--- src/rtl/mdu_hilo_ctrl.sv ---
// Multiply/divide sequencer for the EXE stage; owns the architectural HI/LO pair.
// Stalls the pipeline front while busy and commits one HI/LO result per instruction.
//
// state | meaning
// IDLE  | accept MULT/MULTU/DIV/DIVU, or write HI/LO for MTHI/MTLO
// MUL   | MUL_CYCLES multiply cycles, product registered each cycle
// DIV   | 32 restoring steps on {remainder, quotient}
// FIX   | sign correction of quotient and remainder
// DONE  | commit result to HI/LO (unless flushed)
module mdu_hilo_ctrl #(
    parameter int MUL_CYCLES = 2
) (
    input  logic        clk,
    input  logic        rst,
    input  logic [2:0]  EXE_MDUOp,
    input  logic [31:0] EXE_BusA,
    input  logic [31:0] EXE_BusB,
    input  logic        EXE_Flush,
    output logic        EXE_MDUStall,
    output logic        MDU_Busy,
    output logic [31:0] HI,
    output logic [31:0] LO
);

    typedef enum logic [2:0] {
        S_IDLE,
        S_MUL,
        S_DIV,
        S_FIX,
        S_DONE
    } state_t;

    localparam logic [2:0] OP_MULT  = 3'd1;
    localparam logic [2:0] OP_MULTU = 3'd2;
    localparam logic [2:0] OP_DIV   = 3'd3;
    localparam logic [2:0] OP_DIVU  = 3'd4;
    localparam logic [2:0] OP_MTHI  = 3'd5;
    localparam logic [2:0] OP_MTLO  = 3'd6;

    localparam logic [5:0] MUL_LAST = 6'(MUL_CYCLES - 1);
    localparam logic [5:0] DIV_LAST = 6'd31;

    state_t      state;
    logic [5:0]  cnt;
    logic        signed_op;
    logic        sign_a;
    logic        sign_b;
    logic [31:0] a_reg;
    logic [31:0] b_reg;
    logic [31:0] divisor;
    logic [63:0] rq;
    logic [63:0] result;

    logic        is_mul;
    logic        is_div;
    logic        div_signed;
    logic [31:0] mag_a;
    logic [31:0] mag_b;
    logic signed [32:0] mul_a;
    logic signed [32:0] mul_b;
    logic signed [65:0] prod_full;
    logic [32:0] rem_sh;
    logic [33:0] diff;
    logic [63:0] rq_next;
    logic [31:0] rem_fix;
    logic [31:0] quo_fix;

    always_comb begin
        is_mul     = (EXE_MDUOp == OP_MULT) || (EXE_MDUOp == OP_MULTU);
        is_div     = (EXE_MDUOp == OP_DIV) || (EXE_MDUOp == OP_DIVU);
        div_signed = (EXE_MDUOp == OP_DIV);
        mag_a      = (div_signed && EXE_BusA[31]) ? (~EXE_BusA + 32'd1) : EXE_BusA;
        mag_b      = (div_signed && EXE_BusB[31]) ? (~EXE_BusB + 32'd1) : EXE_BusB;

        // Sign-extend to 33 bits for MULT, zero-extend for MULTU.
        mul_a     = {signed_op & a_reg[31], a_reg};
        mul_b     = {signed_op & b_reg[31], b_reg};
        prod_full = mul_a * mul_b;

        // Restoring step; the shifted remainder can need 33 bits.
        rem_sh = rq[63:31];
        diff   = {1'b0, rem_sh} - {2'b00, divisor};
        if (!diff[33])
            rq_next = {diff[31:0], rq[30:0], 1'b1};
        else
            rq_next = {rem_sh[31:0], rq[30:0], 1'b0};

        rem_fix = sign_a ? (~rq[63:32] + 32'd1) : rq[63:32];
        quo_fix = (sign_a ^ sign_b) ? (~rq[31:0] + 32'd1) : rq[31:0];

        EXE_MDUStall = !EXE_Flush &&
                       (((state == S_IDLE) && (is_mul || is_div)) ||
                        (state == S_MUL) || (state == S_DIV) || (state == S_FIX));
        MDU_Busy = (state != S_IDLE);
    end

    always_ff @(posedge clk or negedge rst) begin
        if (!rst) begin
            state     <= S_IDLE;
            cnt       <= 6'd0;
            signed_op <= 1'b0;
            sign_a    <= 1'b0;
            sign_b    <= 1'b0;
            a_reg     <= 32'd0;
            b_reg     <= 32'd0;
            divisor   <= 32'd0;
            rq        <= 64'd0;
            result    <= 64'd0;
            HI        <= 32'd0;
            LO        <= 32'd0;
        end else begin
            case (state)
                S_IDLE: begin
                    if (!EXE_Flush) begin
                        if (is_mul) begin
                            a_reg     <= EXE_BusA;
                            b_reg     <= EXE_BusB;
                            signed_op <= (EXE_MDUOp == OP_MULT);
                            cnt       <= 6'd0;
                            state     <= S_MUL;
                        end else if (is_div) begin
                            signed_op <= div_signed;
                            sign_a    <= div_signed & EXE_BusA[31];
                            sign_b    <= div_signed & EXE_BusB[31];
                            rq        <= {32'd0, mag_a};
                            divisor   <= mag_b;
                            cnt       <= 6'd0;
                            state     <= S_DIV;
                        end else if (EXE_MDUOp == OP_MTHI) begin
                            HI <= EXE_BusA;
                        end else if (EXE_MDUOp == OP_MTLO) begin
                            LO <= EXE_BusA;
                        end
                    end
                end
                S_MUL: begin
                    if (EXE_Flush) begin
                        state <= S_IDLE;
                    end else begin
                        result <= prod_full[63:0];
                        cnt    <= cnt + 6'd1;
                        if (cnt == MUL_LAST)
                            state <= S_DONE;
                    end
                end
                S_DIV: begin
                    if (EXE_Flush) begin
                        state <= S_IDLE;
                    end else begin
                        rq  <= rq_next;
                        cnt <= cnt + 6'd1;
                        if (cnt == DIV_LAST)
                            state <= S_FIX;
                    end
                end
                S_FIX: begin
                    if (EXE_Flush) begin
                        state <= S_IDLE;
                    end else begin
                        result <= {rem_fix, quo_fix};
                        state  <= S_DONE;
                    end
                end
                S_DONE: begin
                    if (!EXE_Flush) begin
                        HI <= result[63:32];
                        LO <= result[31:0];
                    end
                    state <= S_IDLE;
                end
                default: state <= S_IDLE;
            endcase
        end
    end

endmodule

--- config.mk ---
export PLATFORM = sky130hd
export DESIGN_NAME = mdu_hilo_ctrl
export DESIGN_NICKNAME = d
export VERILOG_FILES = /design/src/rtl/mdu_hilo_ctrl.sv
export SDC_FILE = /design/constraint.sdc
export NUM_CORES = 2
export LEC_CHECK = 0
export CAP_MARGIN = 20
export CORE_UTILIZATION = 45
export CTS_CLUSTER_SIZE = 8
export DETAILED_ROUTE_END_ITERATION = 10
export SYNTH_ARGS = -nofsm -noshare
export SYNTH_HDL_FRONTEND = slang
export SYNTH_SLANG_ARGS = --single-unit
--- constraint.sdc ---
create_clock -name clk -period 10.1 [get_ports clk]
set_input_delay 1.515 -clock clk [delete_from_list [all_inputs] [get_ports clk]]
set_output_delay 1.515 -clock clk [all_outputs]
set_load 0.03 [all_outputs]
Word-level counts from Yosys, hierarchy flattened
Index checks and enable logic that the tools add are counted.

word-level totals
  flip-flop bits (word level) = 300
  word-level logic and storage cells = 127

operators by class
  $add $sub $neg = 6
  bitwise logic cells = 11
  multipliers = 1
  equal/unequal tests = 27
  reductions and logical operators = 28
  mux-type cells = 42

operator list
  kind                   number
  $mux 32                15
  $mux 64                7
  $pmux 64 s2            2
  $add 32x1->32 const B  4
  $not 32->32            4
  $pmux 32 s2            2
  $mul 33x33->64         1
  $sub 33x32->34         1
  $mux 3                 8
  $mux 6                 4
  $ne 2x2->1 const B     10
  $eq 3x2->1 const B     4
  $eq 3x3->1 const B     4
  $pmux 3 s4             1
  $pmux 6 s2             1
  $reduce_and 4->1       3
  $reduce_bool 2->1      5
  $reduce_and 3->1       3
  $reduce_and 7->1       1
  $add 6x1->6 const B    1
  $eq 3x1->1 const B     2
  $eq 6x1->1 const B     1
  $eq 6x5->1 const B     1
  $logic_or 1x1->1       6
  other kinds (14)       24

Depth between registers and ports, before layout
  word-level depth = 8
  gate-level depth with buffers = 31

Worst setup path before layout
Ideal clock, no wire load.

  path kind = reg-to-reg
  start = register a_reg[31]
  end = register result[63]
  stages on the path, launching flop included = 29
  period minus slack after synthesis = 8102 ps
  arrival time = 7971 ps
  setup time = 131 ps
  slack = 1998 ps
  cells stage by stage = dfrtp_1 clkbuf_1 and2_1 clkbuf_1 nand2_1 inv_1 fa_1 fa_1 fa_1 fa_1 inv_1 fa_1 inv_1 fa_1 inv_1 fa_1 fa_1 inv_1 ha_1 clkbuf_1 nand4_1 or3_1 nor4_1 o211ai_1 nand4_1 nand3_1 mux2i_1 xnor2_1 o21ai_1

on the way
  cells in the longest elaborated chain, start to end = 4

RTL lines
  what                      RTL line  source
  start: declaration        48        logic [31:0] a_reg;
  start signal: assignment  116       a_reg <= EXE_BusA;
  $and 1x1->1               76        mul_a = {signed_op & a_reg[31], a_reg};
  $mul 33x33->64 *          78        prod_full = mul_a * mul_b;
  $mux 64 *                 137       if (EXE_Flush) begin
  $pmux 64 s2 *             112       case (state)
  end signal: assignment    140       result <= prod_full[63:0];
  end signal: assignment    160       result <= {rem_fix, quo_fix};
  end: declaration          52        logic [63:0] result;

Every way passes the cells marked *; elsewhere a longest branch is shown, timed or not. The select of a mux whose other input is x is not followed.
A chain may end at the register's enable or synchronous reset.

Final worst setup path
  start = register signed_op
  end = register result[63]

on the way
  cells in the longest elaborated chain, start to end = 4
  elaborated cells between the ends (all ways) = 5
  classes of those cells = mul: 1; mux: 2; bitwise: 2

RTL lines
  what                                   RTL line  source
  start: declaration                     45        logic signed_op;
  start signal: assignment               118       signed_op <= (EXE_MDUOp == OP_MULT);
  start signal: assignment               122       signed_op <= div_signed;
  $and 1x1->1, on equally long branches  76, 77
  $mul 33x33->64 *                       78
  $mux 64 *                              137
  $pmux 64 s2 *                          112

Marked as above.

==> key figures <==
Synth
  – Post-synthesis async set-or-reset flop share: 1.000
  – Synth top cells by count: inv_1, fa_1, nand2_1
  – Yosys reg bits: 300
  – Mapped Avg Cell Area: 8.977 µm²
  – Syn. warnings: 0
  – Post-synth EDFFs: 0
  – Post-Synthesis Cell Area: 0.05469 mm²
  – Post-synth top area cell: fa_1
  – Yosys cell types: 83
  – Mapped Cells: 6092
  – Main synth FF type: dfrtp_1
  – Count leader, synth: inv_1
  – Sequential area share after synthesis: 0.1373
  – Mapped Nets: 7538
  – Top cell type's share of synthesized area: 0.4122
  – Area contributors post-synth: fa_1, dfrtp_1, inv_1

CTS
  – Sink Count: 300
  – Maximum clock insertion buffer count: 3
  – Worst-skew pair later-pin latency: 0.61 ns
  – Root Buffer: clkbuf_16
  – Clk slew on worst S/H paths: 0.05 ns
  – Number of gates resized after cts: 0
  – CTS hold repair buffers: 0
  – Cts bufs inserted: 44
  – CTS H-tree depth: 2
  – # Post-CTS Setup Buffers: 0
  – CTS tree: built

Die
  – Die W: 350.6 µm
  – Starting Density: 0.4546
  – Die Height: 350.6 µm
  – Core box area: 0.1203 mm²
  – Die area: 0.1229 mm²
  – # rows: 127
  – Io pins: 136

Hold path
  – Min-delay worst type: flip-flop to flip-flop

Flow run
  – Max-cap violations: 0

Timing
  – Fmax: 110.0 MHz
  – Final Hold Vio Count: 0
  – Setup TNS: 0 ns
  – RSZ-0062 raised after global routing: false
  – Fin crit share: 0.9002
  – Final setup fails: 0
  – Slew margin rel.: 0.2516
  – Final Skew: 0.03187 ns
  – Minimum clock period: 9.092 ns
  – Max-slew violations: 0
  – Slew @ Worst Pin: 1.123 ns

GRT
  – Global-route wire length before repair: 253200 µm
  – Grt ovf: 0
  – Largest net degree at the start of global routing: 137
  – Grt met2 use: 0.4633
  – Met1 Use GR: 0.3492
  – GRT Util Overall: 0.2686
  – Top Usage Layer GRT: met2
  – Number of global-route vias before repair: 43.39k
  – GR Util met3: 0.03075
  – Initial antenna violation count: 12

Worst setup path
  – Worst EP required: 10.55 ns
  – Crit end category: flip-flop
  – Critical path class: flip-flop to flip-flop
  – Startpoint types: flip-flop
  – Crit Path Max Fanout: 13
  – Critical path arrival: 9.54 ns

Cells and area
  – Post-Layout Cell Count: 7670
  – Share of layout cells above drive strength 1: 0.04444
  – Fin nets: 7492
  – Biggest regs: result x64, rq x64
  – Area growth syn-to-layout: 7.921%

Routing
  – Initial DRC Count: 2904
  – Final wirelength: 158900 µm
  – Vias/cell: 5.385
  – Via count: 41.30k
  – Drt wl/cell: 20.72 µm
  – DRC violations left: 0
  – Detail Route Antenna Nets: 0
  – Pre-antenna DRT Iters: 6

Placed design
  – Post-placement cell count: 7610
  – Input/output buffers: 135
  – Post-detail-place hpwl: 130400 µm
  – GP Congestion: 0.9391

Run status
  – Status: completed
[through the flow]
stage / cell area [µm²] / hold slack (ns) / util / setup WS, ns
global placement: 57690 / 0.4632 / 0.4796 / 1.350
global route: 59010 / 0.4954 / 0.4906 / 0.4447
floorplan: 54690 / 0.4488 / - / 1.998
detailed placement: 57750 / 0.4700 / 0.4801 / 1.028
finish: 59020 / 0.4751 / 0.4907 / 1.008
CTS: 58970 / 0.4809 / 0.4903 / 0.9901
[layout by cell type (no fill, tap or decap), types with 27 or more instances in the layout]
master / instances
mux2i_1: 31
nand2_1: 1025
nand3_1: 34
nor2b_1: 44
mux2_2: 55
xor2_1: 94
clkbuf_16: 44
o21ai_1: 72
a21o_1: 47
o31ai_1: 27
a31oi_1: 32
ha_1: 250
dfrtp_1: 298
o21ai_0: 223
clkdlybuf4s50_1: 134
xnor2_1: 124
buf_4: 112
nor2_1: 187
and2_1: 350
nor3_1: 31
inv_1: 1180
fa_1: 1126
a21oi_1: 237
[cell families (layout without fill, tap and decap cells)]
kind of cell | count (synthesis) | count (layout) | synth area share
AOI/OAI and AO/OA | 757 | 757 | 0.08120
muxes | 96 | 96 | 0.01906
DFF | 300 | 300 | 0.1373
and+or+nand+nor | 1821 | 1821 | 0.1534
xor gates and xnor gates | 218 | 218 | 0.03491
adders and majority gates | 1376 | 1376 | 0.4694
other | 0 | 5 | 0
buffers and inverters | 1524 | 1485 | 0.1047
[worst paths after layout]
kind	from	to	slack [ns]	cells past startpoint
min in group asynchronous	rst	divisor[21]	1.00	1
max in group asynchronous	rst	result[42]	7.53	2
max	signed_op	result[63]	1.01	27
min	divisor[15]	divisor[15]	0.48	2
min reg2reg	divisor[15]	divisor[15]	0.48	2
max reg2reg	signed_op	result[63]	1.01	27
[layout make-up]
cell class              instances  area [µm²]
fillers                     11520       61270
multi-input cells            4268       41520
flip-flops and latches        300        7510
inverters                    1181        4433
repair buffers                251        2300
well taps                    1612        2017
clock buffers                  48        1136
clock inverters                 5       88.84
diodes                          5       12.51
[routing by layer]
layer	share of wire	wire [µm]
met1	0.41	64440
met2	0.50	79830
met3	0.052	8292
met4	0.039	6217
met5	0.00065	104
[worst max-delay path: stages, from the launching register on]
cell      delay, ns
dfrtp_1        0.34
and2_1         0.59
nand2_1        0.26
inv_1          0.14
fa_1           0.40
inv_1          0.23
fa_1           0.51
inv_1          0.20
fa_1           0.50
fa_1           0.88
inv_1          0.34
fa_1           0.57
inv_1          0.06
fa_1           0.52
inv_1          0.05
fa_1           0.45
fa_1           0.49
inv_1          0.04
ha_1           0.39
nand4_1        0.22
or3_1          0.43
nor4_1         0.38
o211ai_1       0.21
nand4_1        0.21
nand3_1        0.11
mux2i_1        0.19
xnor2_1        0.14
o21ai_1        0.07
Power is not shown: default switching activity piles up to over one toggle a cycle in this logic, so the estimate is an artifact.
